<file path="config.mk">
export PLATFORM = sky130hd
export DESIGN_NAME = vga_pixel_pipeline
export DESIGN_NICKNAME = d
export VERILOG_FILES = /design/src/rtl/vga_timing_pkg.sv /design/src/rtl/vga_delay_line.sv /design/src/rtl/vga_pixel_pipeline.sv
export SDC_FILE = /design/constraint.sdc
export NUM_CORES = 1
export LEC_CHECK = 0
export ABC_AREA = 1
export BUFFER_PORTS_ARGS = -buffer_cell sky130_fd_sc_hd__buf_2
export CELL_PAD_IN_SITES_DETAIL_PLACEMENT = 0
export CELL_PAD_IN_SITES_GLOBAL_PLACEMENT = 2
export CORE_UTILIZATION = 29
export DETAILED_ROUTE_END_ITERATION = 8
export GPL_TIMING_DRIVEN = 0
export PLACE_DENSITY_LB_ADDON = 0.1
export SKIP_LAST_GASP = 1
export SLEW_MARGIN = 0
export SYNTH_ARGS = -nofsm -noshare
export SYNTH_HDL_FRONTEND = slang
export SYNTH_SLANG_ARGS = --single-unit
</file>
<file path="constraint.sdc">
create_clock -name control_clock -period 3 [get_ports control_clock]
set_clock_uncertainty 0.1 [all_clocks]
set_input_delay 0.45 -clock control_clock [delete_from_list [all_inputs] [get_ports control_clock]]
set_output_delay 0.45 -clock control_clock [all_outputs]
set_load 0.005 [all_outputs]
</file>
<file path="src/rtl/vga_timing_pkg.sv">
// Shared VGA timing defaults and the packed RGB pixel type used by the pixel pipeline.
package vga_timing_pkg;

  localparam int unsigned COUNTER_SIZE   = 11;
  localparam int unsigned H_ACTIVE_START = 296;
  localparam int unsigned H_ACTIVE       = 1024;
  localparam int unsigned H_TOTAL        = 1344;
  localparam int unsigned V_ACTIVE_START = 35;
  localparam int unsigned V_ACTIVE       = 768;
  localparam int unsigned V_TOTAL        = 806;
  localparam int unsigned FB_ADDR_WIDTH  = 20;
  localparam int unsigned FB_LATENCY     = 2;
  localparam int unsigned COLOR_BITS     = 4;

  typedef struct packed {
    logic [COLOR_BITS-1:0] r;
    logic [COLOR_BITS-1:0] g;
    logic [COLOR_BITS-1:0] b;
  } rgb_t;

endpackage

</file>
<file path="src/rtl/vga_delay_line.sv">
// WIDTH x DEPTH shift register that advances only when en is high.
module vga_delay_line #(
  parameter int unsigned WIDTH = 1,
  parameter int unsigned DEPTH = 1
) (
  input  logic             clk,
  input  logic             rst,
  input  logic             en,
  input  logic [WIDTH-1:0] din,
  output logic [WIDTH-1:0] dout
);

  logic [WIDTH-1:0] stage [DEPTH];

  always_ff @(posedge clk or posedge rst) begin
    if (rst) begin
      for (int unsigned i = 0; i < DEPTH; i++) stage[i] <= '0;
    end else if (en) begin
      stage[0] <= din;
      for (int unsigned i = 1; i < DEPTH; i++) stage[i] <= stage[i-1];
    end
  end

  assign dout = stage[DEPTH-1];

endmodule

</file>
<file path="src/rtl/vga_pixel_pipeline.sv">
// Active-window detection, linear framebuffer addressing and latency-matched RGB/sync output stage.
module vga_pixel_pipeline #(
  parameter int unsigned COUNTER_SIZE   = vga_timing_pkg::COUNTER_SIZE,
  parameter int unsigned H_ACTIVE_START = vga_timing_pkg::H_ACTIVE_START,
  parameter int unsigned H_ACTIVE       = vga_timing_pkg::H_ACTIVE,
  parameter int unsigned V_ACTIVE_START = vga_timing_pkg::V_ACTIVE_START,
  parameter int unsigned V_ACTIVE       = vga_timing_pkg::V_ACTIVE,
  parameter int unsigned FB_ADDR_WIDTH  = vga_timing_pkg::FB_ADDR_WIDTH,
  parameter int unsigned FB_LATENCY     = vga_timing_pkg::FB_LATENCY,
  parameter int unsigned COLOR_BITS     = vga_timing_pkg::COLOR_BITS
) (
  input  logic                      control_clock,
  input  logic                      reset,
  input  logic                      pixel_enable,
  input  logic [COUNTER_SIZE-1:0]   counter_out_hsync,
  input  logic [COUNTER_SIZE-1:0]   counter_out_vsync,
  input  logic                      h_sync_in,
  input  logic                      v_sync_in,
  output logic                      fb_read,
  output logic [FB_ADDR_WIDTH-1:0]  fb_addr,
  input  logic [3*COLOR_BITS-1:0]   fb_rdata,
  output logic [COLOR_BITS-1:0]     vga_r,
  output logic [COLOR_BITS-1:0]     vga_g,
  output logic [COLOR_BITS-1:0]     vga_b,
  output logic                      h_sync,
  output logic                      v_sync,
  output logic                      display_enable,
  output logic                      frame_start
);

  localparam int unsigned CW      = COUNTER_SIZE + 1;
  localparam int unsigned FB_LAST = H_ACTIVE * V_ACTIVE - 1;
  localparam int unsigned TAP_W   = 4;

  // One extra bit so window end (start + size) never wraps in the compare.
  logic [CW-1:0] hc_x;
  logic [CW-1:0] vc_x;
  logic          active_c;
  logic          first_c;
  logic          origin_c;

  assign hc_x     = {1'b0, counter_out_hsync};
  assign vc_x     = {1'b0, counter_out_vsync};
  assign active_c = (hc_x >= CW'(H_ACTIVE_START)) && (hc_x < CW'(H_ACTIVE_START + H_ACTIVE)) &&
                    (vc_x >= CW'(V_ACTIVE_START)) && (vc_x < CW'(V_ACTIVE_START + V_ACTIVE));
  assign first_c  = active_c && (hc_x == CW'(H_ACTIVE_START)) && (vc_x == CW'(V_ACTIVE_START));
  assign origin_c = (counter_out_hsync == '0) && (counter_out_vsync == '0);

  // Stage 0: {hsync, vsync, active, first}
  logic [TAP_W-1:0] s0_q;
  logic [TAP_W-1:0] tail;

  always_ff @(posedge control_clock or posedge reset) begin
    if (reset) begin
      s0_q <= '0;
    end else if (pixel_enable) begin
      s0_q <= {h_sync_in, v_sync_in, active_c, first_c};
    end
  end

  // Read request and address counter; origin clear takes priority over increment.
  logic [FB_ADDR_WIDTH-1:0] addr_cnt;

  always_ff @(posedge control_clock or posedge reset) begin
    if (reset) begin
      fb_read  <= 1'b0;
      fb_addr  <= '0;
      addr_cnt <= '0;
    end else begin
      fb_read <= pixel_enable && active_c;
      if (pixel_enable) begin
        if (active_c) fb_addr <= origin_c ? '0 : addr_cnt;
        if (origin_c) begin
          addr_cnt <= '0;
        end else if (active_c) begin
          addr_cnt <= (addr_cnt == FB_ADDR_WIDTH'(FB_LAST)) ? '0 : addr_cnt + FB_ADDR_WIDTH'(1);
        end
      end
    end
  end

  vga_delay_line #(
    .WIDTH (TAP_W),
    .DEPTH (FB_LATENCY)
  ) u_delay (
    .clk  (control_clock),
    .rst  (reset),
    .en   (pixel_enable),
    .din  (s0_q),
    .dout (tail)
  );

  // Output stage: colour arrives with the delayed active flag, blanked outside the window.
  always_ff @(posedge control_clock or posedge reset) begin
    if (reset) begin
      h_sync         <= 1'b0;
      v_sync         <= 1'b0;
      display_enable <= 1'b0;
      frame_start    <= 1'b0;
      vga_r          <= '0;
      vga_g          <= '0;
      vga_b          <= '0;
    end else if (pixel_enable) begin
      h_sync         <= tail[3];
      v_sync         <= tail[2];
      display_enable <= tail[1];
      frame_start    <= tail[0];
      if (tail[1]) begin
        {vga_r, vga_g, vga_b} <= fb_rdata;
      end else begin
        vga_r <= '0;
        vga_g <= '0;
        vga_b <= '0;
      end
    end
  end

endmodule

</file>
==> results of run 1 <==
cells in the final DEF, fill, tap and decap left out, types with 2 or more instances in the layout:
master                      count
sky130_fd_sc_hd__xnor2_1        3
sky130_fd_sc_hd__nand2_1      218
sky130_fd_sc_hd__nor2_1        48
sky130_fd_sc_hd__buf_2         79
sky130_fd_sc_hd__nand3_1       36
sky130_fd_sc_hd__or2_2          2
sky130_fd_sc_hd__clkinv_4       2
sky130_fd_sc_hd__nand3_2       13
sky130_fd_sc_hd__inv_1         31
sky130_fd_sc_hd__nor3_1         2
sky130_fd_sc_hd__clkbuf_1       7
sky130_fd_sc_hd__buf_6          3
sky130_fd_sc_hd__nor2_4         2
sky130_fd_sc_hd__xor2_1         7
sky130_fd_sc_hd__dfrtp_1       69
sky130_fd_sc_hd__nand2_2        3
sky130_fd_sc_hd__clkbuf_16      9
sky130_fd_sc_hd__inv_2          4
sky130_fd_sc_hd__o21ai_0        9
sky130_fd_sc_hd__nor2_2        12
sky130_fd_sc_hd__nand2_4        2
sky130_fd_sc_hd__nor4_1         2
final timing paths:
kind	start	cells past startpoint	endpoint	slack [ns]
max in group asynchronous	reset	3	addr_cnt[9]	2.43
min	reset	3	fb_addr[5]	0.09
min reg2reg	fb_addr[9]	2	fb_addr[9]	0.36
max	addr_cnt[0]	8	addr_cnt[9]	1.08
min in group control_clock	h_sync_in	3	s0_q[3]	0.23
max reg2reg	addr_cnt[0]	8	addr_cnt[9]	1.08
cell type report:
type / count / share of cell area, %
inverter: 37 / 3.06
clock buffer: 11 / 5.25
sequential: 69 / 37.3
tap: 168 / 4.55
buffer: 16 / 2.35
clock inverter: 5 / 1.30
multi-input combinational: 372 / 37.6
timing repair buffer: 75 / 8.60
critical path: stages (launching register included):
cell	delay, ns
sky130_fd_sc_hd__dfrtp_1	0.52
sky130_fd_sc_hd__ha_1	0.38
sky130_fd_sc_hd__nand3_1	0.16
sky130_fd_sc_hd__nor3_2	0.23
sky130_fd_sc_hd__nand3_1	0.15
sky130_fd_sc_hd__nand3_1	0.11
sky130_fd_sc_hd__nor2_1	0.04
sky130_fd_sc_hd__nand2_1	0.07
sky130_fd_sc_hd__nand2_1	0.04
metrics by stage:
stage / hold WS (ns) / power [mW] / TNS [ns]
after global placement: 0.349 / 1.62 / -20.23
after floorplan: 0.342 / 1.44 / 0
after CTS: 0.101 / 2.72 / 0
after detailed placement: 0.354 / 1.63 / 0
after global routing: 0.122 / 2.84 / 0
final: 0.0939 / 2.67 / 0
power by group:
group,internal [mW],switching (mW),total (mW)
registers,1.05,0.122,1.18
clock network,0.667,0.396,1.06
logic,0.193,0.235,0.428
total,1.91,0.754,2.67
sequential cells by signal, summed over array words and instances (netlist names):
| signal | cells |
|---|---|
| addr_cnt | 20 |
| fb_addr | 20 |
| s0_q | 4 |
| u_delay.dout | 4 |
| u_delay.stage | 4 |
| vga_b | 4 |
| vga_g | 4 |
| vga_r | 4 |
| display_enable | 1 |
| fb_read | 1 |
| frame_start | 1 |
| h_sync | 1 |
| v_sync | 1 |
routing by layer:
metal	vias to the layer above	routed length [um]	global-route usage [%]
li1	1705	-	-
met1	1450	4780	21.9
met2	60	4000	23.4
met3	6	276	3.16
met4	0	98	4.94
met5	-	0	0
cells in the mapped netlist, types with 2 or more instances:
library cell,count
sky130_fd_sc_hd__inv_2,4
sky130_fd_sc_hd__nor2_2,12
sky130_fd_sc_hd__or2_2,2
sky130_fd_sc_hd__nor3_1,2
sky130_fd_sc_hd__buf_6,3
sky130_fd_sc_hd__dfrtp_1,69
sky130_fd_sc_hd__nand2_2,3
sky130_fd_sc_hd__xor2_1,7
sky130_fd_sc_hd__nand2_4,2
sky130_fd_sc_hd__nand3_1,36
sky130_fd_sc_hd__inv_1,32
sky130_fd_sc_hd__nand2_1,218
sky130_fd_sc_hd__nor2_4,2
sky130_fd_sc_hd__xnor2_1,3
sky130_fd_sc_hd__nor4_1,2
sky130_fd_sc_hd__nor2_1,48
sky130_fd_sc_hd__o21ai_0,9
sky130_fd_sc_hd__clkbuf_1,6
sky130_fd_sc_hd__buf_2,5
sky130_fd_sc_hd__nand3_2,13
cell families (layout without fill, tap and decap cells):
kind of cell,Yosys count,in the layout,synth area share (%)
buffers and inverters,53,144,6.68
adder cells (fa/ha/maj),1,1,0.337
flip-flops,69,69,46.5
AO/OA/AOI/OAI,15,15,2.66
XOR/XNOR,10,10,2.36
AND/OR/NAND/NOR,346,346,41.4
==> impl_metrics.toml, run 1 <==
[global_routing]
total_congestion_overflow = 0
track_usage_pct = 15.4
wire_length_of_the_first_global_routing_pass_um = 15600
antenna_found_initial = 0
first_global_vias = 3081
grt_start_max_net_pins = 70

[placement]
dpl.hpwl_um = 6830
post_placement_cell_count = 737
pre_cts_ws_ns = 1.06
replace_congestion = 0.759
placed_area_um2 = 4320
port-buffer-count = 74

[floorplan]
core.rowCount = 40
die_area_um2 = 13300
fp.dieH_um = 115
initial_util_pct = 30.3
ioPinCount = 76
area_of_the_placeable_core_um2 = 12300
die_width_um = 115

[power_and_ir_drop]
worst_ir_drop_on_vdd_uv = 287
power_per_cell_area_nw_per_um2 = 577
total_leakage_power_nw = 2.46

[worst_setup_path]
start_kind = "flip-flop"
data_required_time_of_the_critical_path_ns = 3.12
endpoint_kind = "flip-flop"
criticalPathCategory = "flip-flop to flip-flop"
maximum_fanout_along_the_worst_path = 8
cp.arrival_ns = 2.04

[final_layout]
antennaDiodeCount = 0
post-route-cell-area_um2 = 4620
seqCellArea_um2 = 1730
post_route_cells_drive_above_1_share_pct = 24.6
syn_to_final_growth_pct = 24.6
fill_cells = 1350
cell_count_final_fillers_out = 753
multi_input_area_um2 = 1740
final_util_pct = 37.7
design.final.nets = 620

[logic_synthesis]
post_synth_main_area_contributors = "sky130_fd_sc_hd__dfrtp_1 47%, sky130_fd_sc_hd__nand2_1 22%, sky130_fd_sc_hd__nand3_1 4.9%, sky130_fd_sc_hd__nor2_1 4.9%, sky130_fd_sc_hd__nand3_2 3.5%"
netlist_instances = 494
postSynth.topFlopCell = "sky130_fd_sc_hd__dfrtp_1"
synth.top_cell.area_share_pct = 46.5
synthesis.yosys.warnings = 0
asyncSetResetFlopFracSynth_pct = 100
synthesized_cell_area_um2 = 3710
syn-mean-instance-area_um2 = 7.51
number_of_enable_flip_flop_cells_after_synthesis = 0
synth_seq_cells = 69
synth_largest_area_cell = "sky130_fd_sc_hd__dfrtp_1"
synth_cell_types = 36
post_synthesis_net_count = 534
synth-seq-area-share_pct = 46.5

[sta]
fin_ws_ns = 1.08
finalHoldViolCount = 0
timing.final.setup_violations = 0
finalCriticalPeriod_ns = 1.92
worstMarginPinSlew_ns = 0.463
max_freq_ghz = 0.521
slew_headroom_pct = 69.1
grt_setup_unrepaired = "false"
timing.final.crit_share_pct = 64.0
finalMaxSlewViolations = 0

[routing]
avgRoutedWirePerCell_um = 12.2
total_wirelength_um = 9150
post-route-drc-count = 0
avgViaCountPerCell = 4.28
pre_repair_dr_iteration_count = 4
postRouteAntennaNets = 0
drtIter0Drc = 124
vias = 3221

[cts]
cts.clk_slew.worst_paths_ns = 0.06
cts.hold.buffers_added = 0
clock_insertion_delay_worst_skew_ns = 0.33
tritoncts = "done"
cts-root-buf = "sky130_fd_sc_hd__clkbuf_16"
cts_buffer_depth = 2
post_cts_buffers = 0
deepest_level_of_the_cts_h_tree = 3
cts_sinks = 69
cts_inserted_buffers = 9
ctsResizeCount = 0

[flow_run]
max_cap_viol_count = 0

[worst_hold_path]
timing.hold.worst.class = "input port to async pin"

[run_status]
run_status = "finished clean"
Note: power is estimated with default switching activity, not from simulation.
==> run 2: changes to the inputs <==
CORE_UTILIZATION = 28   (was 29)
clock period = 1.6 ns   (was 3 ns; I/O delays follow)
==> impl_metrics.toml, run 2 (synthesis results as in run 1) <==
[worst_setup_path]
ff2ff_setup_slack_ns = 0.03
critical_path.cell_chain = "nand2_4, nor2_4, nand3_4, nor2_4, nand3_4, nand2_4, nor2_1, nand2_1, nand2_1"
reg2reg_from = "addr_cnt[4]"
maximum_fanout_along_the_worst_path = 5
start_kind = "flip-flop"
rr_worst_depth = 9
endpoint_kind = "flip-flop"
cp.arrival_ns = 1.70
criticalPathCategory = "flip-flop to flip-flop"
worst_path_largest_cell_delay_ns = 0.44
r2r_end = "addr_cnt[19]"
critical_path.slowest_cell = "sky130_fd_sc_hd__dfrtp_2"
data_required_time_of_the_critical_path_ns = 1.73

[global_routing]
grt_start_max_net_pins = 30
first_global_vias = 3177
antenna_found_initial = 0
track_usage_pct = 15.4
total_congestion_overflow = 0
wire_length_of_the_first_global_routing_pass_um = 15800

[placement]
post_placement_cell_count = 742
port-buffer-count = 74
dpl.hpwl_um = 7210
replace_congestion = 0.768

[floorplan]
fp.dieH_um = 117
ioPinCount = 76
initial_util_pct = 29.1
area_of_the_placeable_core_um2 = 12800
core.rowCount = 41
die_area_um2 = 13700
die_width_um = 117

[routing]
post-route-drc-count = 0
avgRoutedWirePerCell_um = 12.5
avgViaCountPerCell = 4.34
drtIter0Drc = 108
postRouteAntennaNets = 0
total_wirelength_um = 9740
vias = 3382
pre_repair_dr_iteration_count = 4

[final_layout]
cell_count_final_fillers_out = 779
layout.cells.most_common_list = "213 x sky130_fd_sc_hd__nand2_1, 79 x sky130_fd_sc_hd__buf_2, 56 x sky130_fd_sc_hd__dfrtp_1"
design.final.nets = 642
seqCellArea_um2 = 1740
biggestRegsByFlops = "addr_cnt (20), fb_addr (20)"
final_common_cell = "sky130_fd_sc_hd__nand2_1"
fill_cells = 1391
syn_to_final_growth_pct = 34.6
final_util_pct = 39.1
multi_input_area_um2 = 1860
post_route_cells_drive_above_1_share_pct = 31.3
antennaDiodeCount = 0

[power_and_ir_drop]
power_mw = 5.56
worst_ir_drop_on_vdd_uv = 429
power_per_cell_area_nw_per_um2 = 1110
total_leakage_power_nw = 2.63

[cts]
deepest_level_of_the_cts_h_tree = 3
cts.clk_slew.worst_paths_ns = 0.06
cts-root-buf = "sky130_fd_sc_hd__clkbuf_16"
clock_insertion_delay_worst_skew_ns = 0.34
cts_buffer_depth = 2
cts_sinks = 69
cts_inserted_buffers = 9
tritoncts = "done"

[sta]
setup_total_negative_slack_ns = 0
worstMarginPinSlew_ns = 0.504
max_freq_ghz = 0.638
slew_headroom_pct = 66.3
finalHoldViolCount = 0
finalMaxSlewViolations = 0
timing.final.crit_share_pct = 98.0
finalCriticalPeriod_ns = 1.57
timing.final.setup_violations = 0
grt_setup_unrepaired = "true"

[worst_hold_path]
worstHoldEndpoint = "vga_b[3]"
worst_hold_path.num_cells = 3
timing.hold.worst.class = "input port to flip-flop"
worstHoldStart = "fb_rdata[3]"

[run_status]
run_status = "finished clean"

[flow_run]
max_cap_viol_count = 0
run 2: cell types whose count changed in the layout (fill, tap and decap cells not counted), moves of 2 or more:
cell	previous run	this run
sky130_fd_sc_hd__buf_4	1	18
sky130_fd_sc_hd__dfrtp_1	69	56
sky130_fd_sc_hd__dfrtp_2	0	13
sky130_fd_sc_hd__nor2_1	48	42
sky130_fd_sc_hd__nand2_1	218	213
sky130_fd_sc_hd__nor2_4	2	7
sky130_fd_sc_hd__dlygate4sd3_1	0	3
sky130_fd_sc_hd__nand2_2	3	6
sky130_fd_sc_hd__nand2_4	2	5
sky130_fd_sc_hd__bufinv_16	1	3
sky130_fd_sc_hd__nand3_4	1	3
sky130_fd_sc_hd__nor3_4	0	2
run 2: how the worst max path moves through the flow:
| stage | from | cells after the start | endpoint |
|---|---|---|---|
| 2_1_floorplan | addr_cnt[0] | 8 | addr_cnt[4] |
| 3_3_place_gp | addr_cnt[0] | 8 | addr_cnt[9] |
| 3_5_place_dp | addr_cnt[0] | 8 | addr_cnt[9] |
| 4_1_cts | addr_cnt[1] | 8 | addr_cnt[4] |
| 5_1_grt | addr_cnt[2] | 9 | addr_cnt[15] |
| 6_report | addr_cnt[4] | 9 | addr_cnt[19] |
run 2: repair_timing:
action | 4_1_cts | 5_1_grt
hold endpoints to repair | 21 | 0
pin swaps | 0 | 9
hold buffers | 3 | 0
endpoints found under the setup margin | 17 | 16
cloned | 0 | 1
resized for setup | 17 | 23
buffers inserted | 1 | 16
run 2: layer usage:
metal / track usage, % / part of all wire [%] / vias to the layer above
met3: 3.76 / 2.7 / 11
met4: 6.33 / 1.8 / 0
met2: 24.6 / 45 / 52
met1: 19.9 / 50 / 1572
met5: 0 / 0 / -
li1: - / - / 1747
run 2: report_power, final:
part	total, mW	switching (mW)	internal [mW]	leakage (nW)
combinational	1.00	0.510	0.492	1.55
clock	2.32	0.752	1.57	0.170
sequential	2.24	0.246	1.99	0.915
run 2: per-stage QoR:
stage	hold WS, ns	setup slack (ns)	cell area, um2
floorplan	0.257	0.0215	3710
global placement	0.347	-0.316	4300
detailed placement	0.216	-0.308	4350
CTS	0.00894	0.0158	4790
global route	0.0270	-0.0845	5000
finish	0.0289	0.0326	5000
run 2: final cells by class:
class,instances,share of cell area (%)
multi-input cells,373,37.2
flip-flops and latches,69,34.9
repair buffers,96,11.5
clock buffers,11,4.86
well taps,172,4.31
inverters,37,2.86
plain buffers,16,2.18
clock inverters,5,2.15
run 2: critical path: cells and delay by family, from the launching register on:
family | cells | cell delay, ns
flops | 1 | 0.44
simple gates | 9 | 0.91
==> run 3: changes to the inputs <==
RECOVER_POWER = 25   (was default)
SKIP_LAST_GASP = default   (was 1)
==> impl_metrics.toml, run 3 (synthesis results as in run 1) <==
[worst_setup_path]
maximum_fanout_along_the_worst_path = 5
cp.arrival_ns = 1.69
reg2reg_from = "addr_cnt[4]"
r2r_end = "addr_cnt[19]"
endpoint_kind = "flip-flop"
rr_worst_depth = 9
critPathTopFamily = "simple AND/OR/NAND/NOR gates"
start_kind = "flip-flop"
ff2ff_setup_slack_ns = 0.03
criticalPathCategory = "flip-flop to flip-flop"
cp.buffers_inverters = 0
critical_path.cell_chain = "nand2_4, nor2_4, nand3_4, nor2_4, nand3_4, nand2_4, nor2_1, nand2_1, nand2_1"
data_required_time_of_the_critical_path_ns = 1.73
worst_path_largest_cell_delay_ns = 0.44
critical_path.slowest_cell = "sky130_fd_sc_hd__dfrtp_2"

[power_and_ir_drop]
total_leakage_power_nw = 2.63
cell_internal_pwr_mw = 4.05
clock_power_share_pct = 41.7
power.sequential.fraction_pct = 40.2
switching_share_pct = 27.1
switchingPower_mw = 1.51
power_per_cell_area_nw_per_um2 = 1110
worst_ir_drop_on_vdd_uv = 427
combPwrFrac_pct = 18.0

[floorplan]
core.rowCount = 41
ioPinCount = 76
die_width_um = 117
initial_util_pct = 29.1
area_of_the_placeable_core_um2 = 12800
die_area_um2 = 13700
fp.dieH_um = 117

[global_routing]
grt_start_max_net_pins = 30
track_usage_pct = 15.4
total_congestion_overflow = 0
gr-usage-met1_pct = 19.9
first_global_vias = 3177
use_met3_pct = 3.76
grt.busiest_layer = "met2"
use_met2_pct = 24.6
wire_length_of_the_first_global_routing_pass_um = 15800
antenna_found_initial = 0

[placement]
pre_cts_ws_ns = -0.308
dpl.hpwl_um = 7210
port-buffer-count = 74
replace_congestion = 0.768

[cts]
clock_insertion_delay_worst_skew_ns = 0.34
deepest_level_of_the_cts_h_tree = 3
cts_sinks = 69
cts.clk_slew.worst_paths_ns = 0.06
cts_inserted_buffers = 9
tritoncts = "done"
cts-root-buf = "sky130_fd_sc_hd__clkbuf_16"
cts_buffer_depth = 2

[sta]
timing.final.setup_violations = 0
max_freq_ghz = 0.638
worstMarginPinSlew_ns = 0.502
whs_ns = 0.0298
timing.final.crit_share_pct = 97.9
slew_headroom_pct = 66.4
grt_setup_unrepaired = "true"
fin_ws_ns = 0.0331
finalMaxSlewViolations = 0
finalHoldViolCount = 0
finalCriticalPeriod_ns = 1.57

[flow_run]
max_cap_viol_count = 0

[routing]
drtIter0Drc = 112
postRouteAntennaNets = 0
total_wirelength_um = 9750
post-route-drc-count = 0
vias = 3371
avgRoutedWirePerCell_um = 12.5
pre_repair_dr_iteration_count = 4
avgViaCountPerCell = 4.33

[worst_hold_path]
worstHoldStart = "fb_rdata[3]"
timing.hold.worst.class = "input port to flip-flop"
worst_hold_path.num_cells = 3
worstHoldEndpoint = "vga_b[3]"

[final_layout]
design.final.nets = 642
seqCellArea_um2 = 1740
biggestRegsByFlops = "addr_cnt (20), fb_addr (20)"
multi_input_area_um2 = 1860
final_common_cell = "sky130_fd_sc_hd__nand2_1"
post_route_cells_drive_above_1_share_pct = 31.1
layout.cells.most_common_list = "213 x sky130_fd_sc_hd__nand2_1, 79 x sky130_fd_sc_hd__buf_2, 56 x sky130_fd_sc_hd__dfrtp_1"
syn_to_final_growth_pct = 34.6
antennaDiodeCount = 0
fill_cells = 1391

[run_status]
run_status = "finished clean"
-- run 3: cell counts in the layout (fill, tap and decap cells not counted) --
Identical to the previous run, type by type.
-- run 3: area by class of cell --
cell class              count  share of cell area [%]
plain buffers              16                    2.18
flip-flops and latches     69                    34.9
multi-input cells         373                    37.2
inverters                  37                    2.86
clock inverters             5                    2.15
repair buffers             96                    11.5
well taps                 172                    4.31
clock buffers              11                    4.86
-- run 3: timing repair --
item | CTS | global route
hold buffers | 3 | 0
hold endpoints to repair | 21 | 0
gates cloned | 0 | 1
setup buffers | 1 | 16
setup endpoints to repair | 17 | 16
resized for setup | 17 | 23
pin swaps | 0 | 9
-- run 3: how the worst max path moves through the flow --
stage	startpoint	cells after the start	end
6_report	addr_cnt[4]	9	addr_cnt[19]
5_1_grt	addr_cnt[2]	9	addr_cnt[15]
4_1_cts	addr_cnt[1]	8	addr_cnt[4]
3_5_place_dp	addr_cnt[0]	8	addr_cnt[9]
3_3_place_gp	addr_cnt[0]	8	addr_cnt[9]
2_1_floorplan	addr_cnt[0]	8	addr_cnt[4]
-- run 3: metrics by stage --
| stage | std cells | TNS [ns] | area (um2) | power [mW] | utilization [%] |
|---|---|---|---|---|---|
| 2_1_floorplan | 494 | 0 | 3710 | 2.70 | - |
| 3_3_place_gp | 740 | -13.65 | 4300 | 3.05 | 33.7 |
| 3_5_place_dp | 742 | -6.13 | 4350 | 3.07 | 34.0 |
| 4_1_cts | 762 | 0 | 4790 | 5.53 | 37.5 |
| 5_1_grt | 779 | -0.744 | 5000 | 5.90 | 39.1 |
| 6_report | 779 | 0 | 5000 | 5.56 | 39.1 |
-- run 3: power groups by stage --
| stage | Combinational [mW] | Sequential [mW] | Clock [mW] |
|---|---|---|---|
| after floorplan | 0.506 | 2.19 | 0 |
| after global placement | 0.816 | 2.24 | 0 |
| after detailed placement | 0.834 | 2.24 | 0 |
| after CTS | 0.889 | 2.22 | 2.42 |
| after global routing | 1.14 | 2.28 | 2.47 |
| final | 1.00 | 2.24 | 2.32 |
-- run 3: tightest hold or removal path, cell delays in order --
cell	delay, ns
sky130_fd_sc_hd__buf_2	0.08
sky130_fd_sc_hd__nand3_1	0.07
sky130_fd_sc_hd__nand2_1	0.05
-- run 3: routing by layer --
metal	vias up	routed length, um
met2	52	4470
met4	0	156
met3	10	281
li1	1746	-
met1	1563	4840
met5	-	0
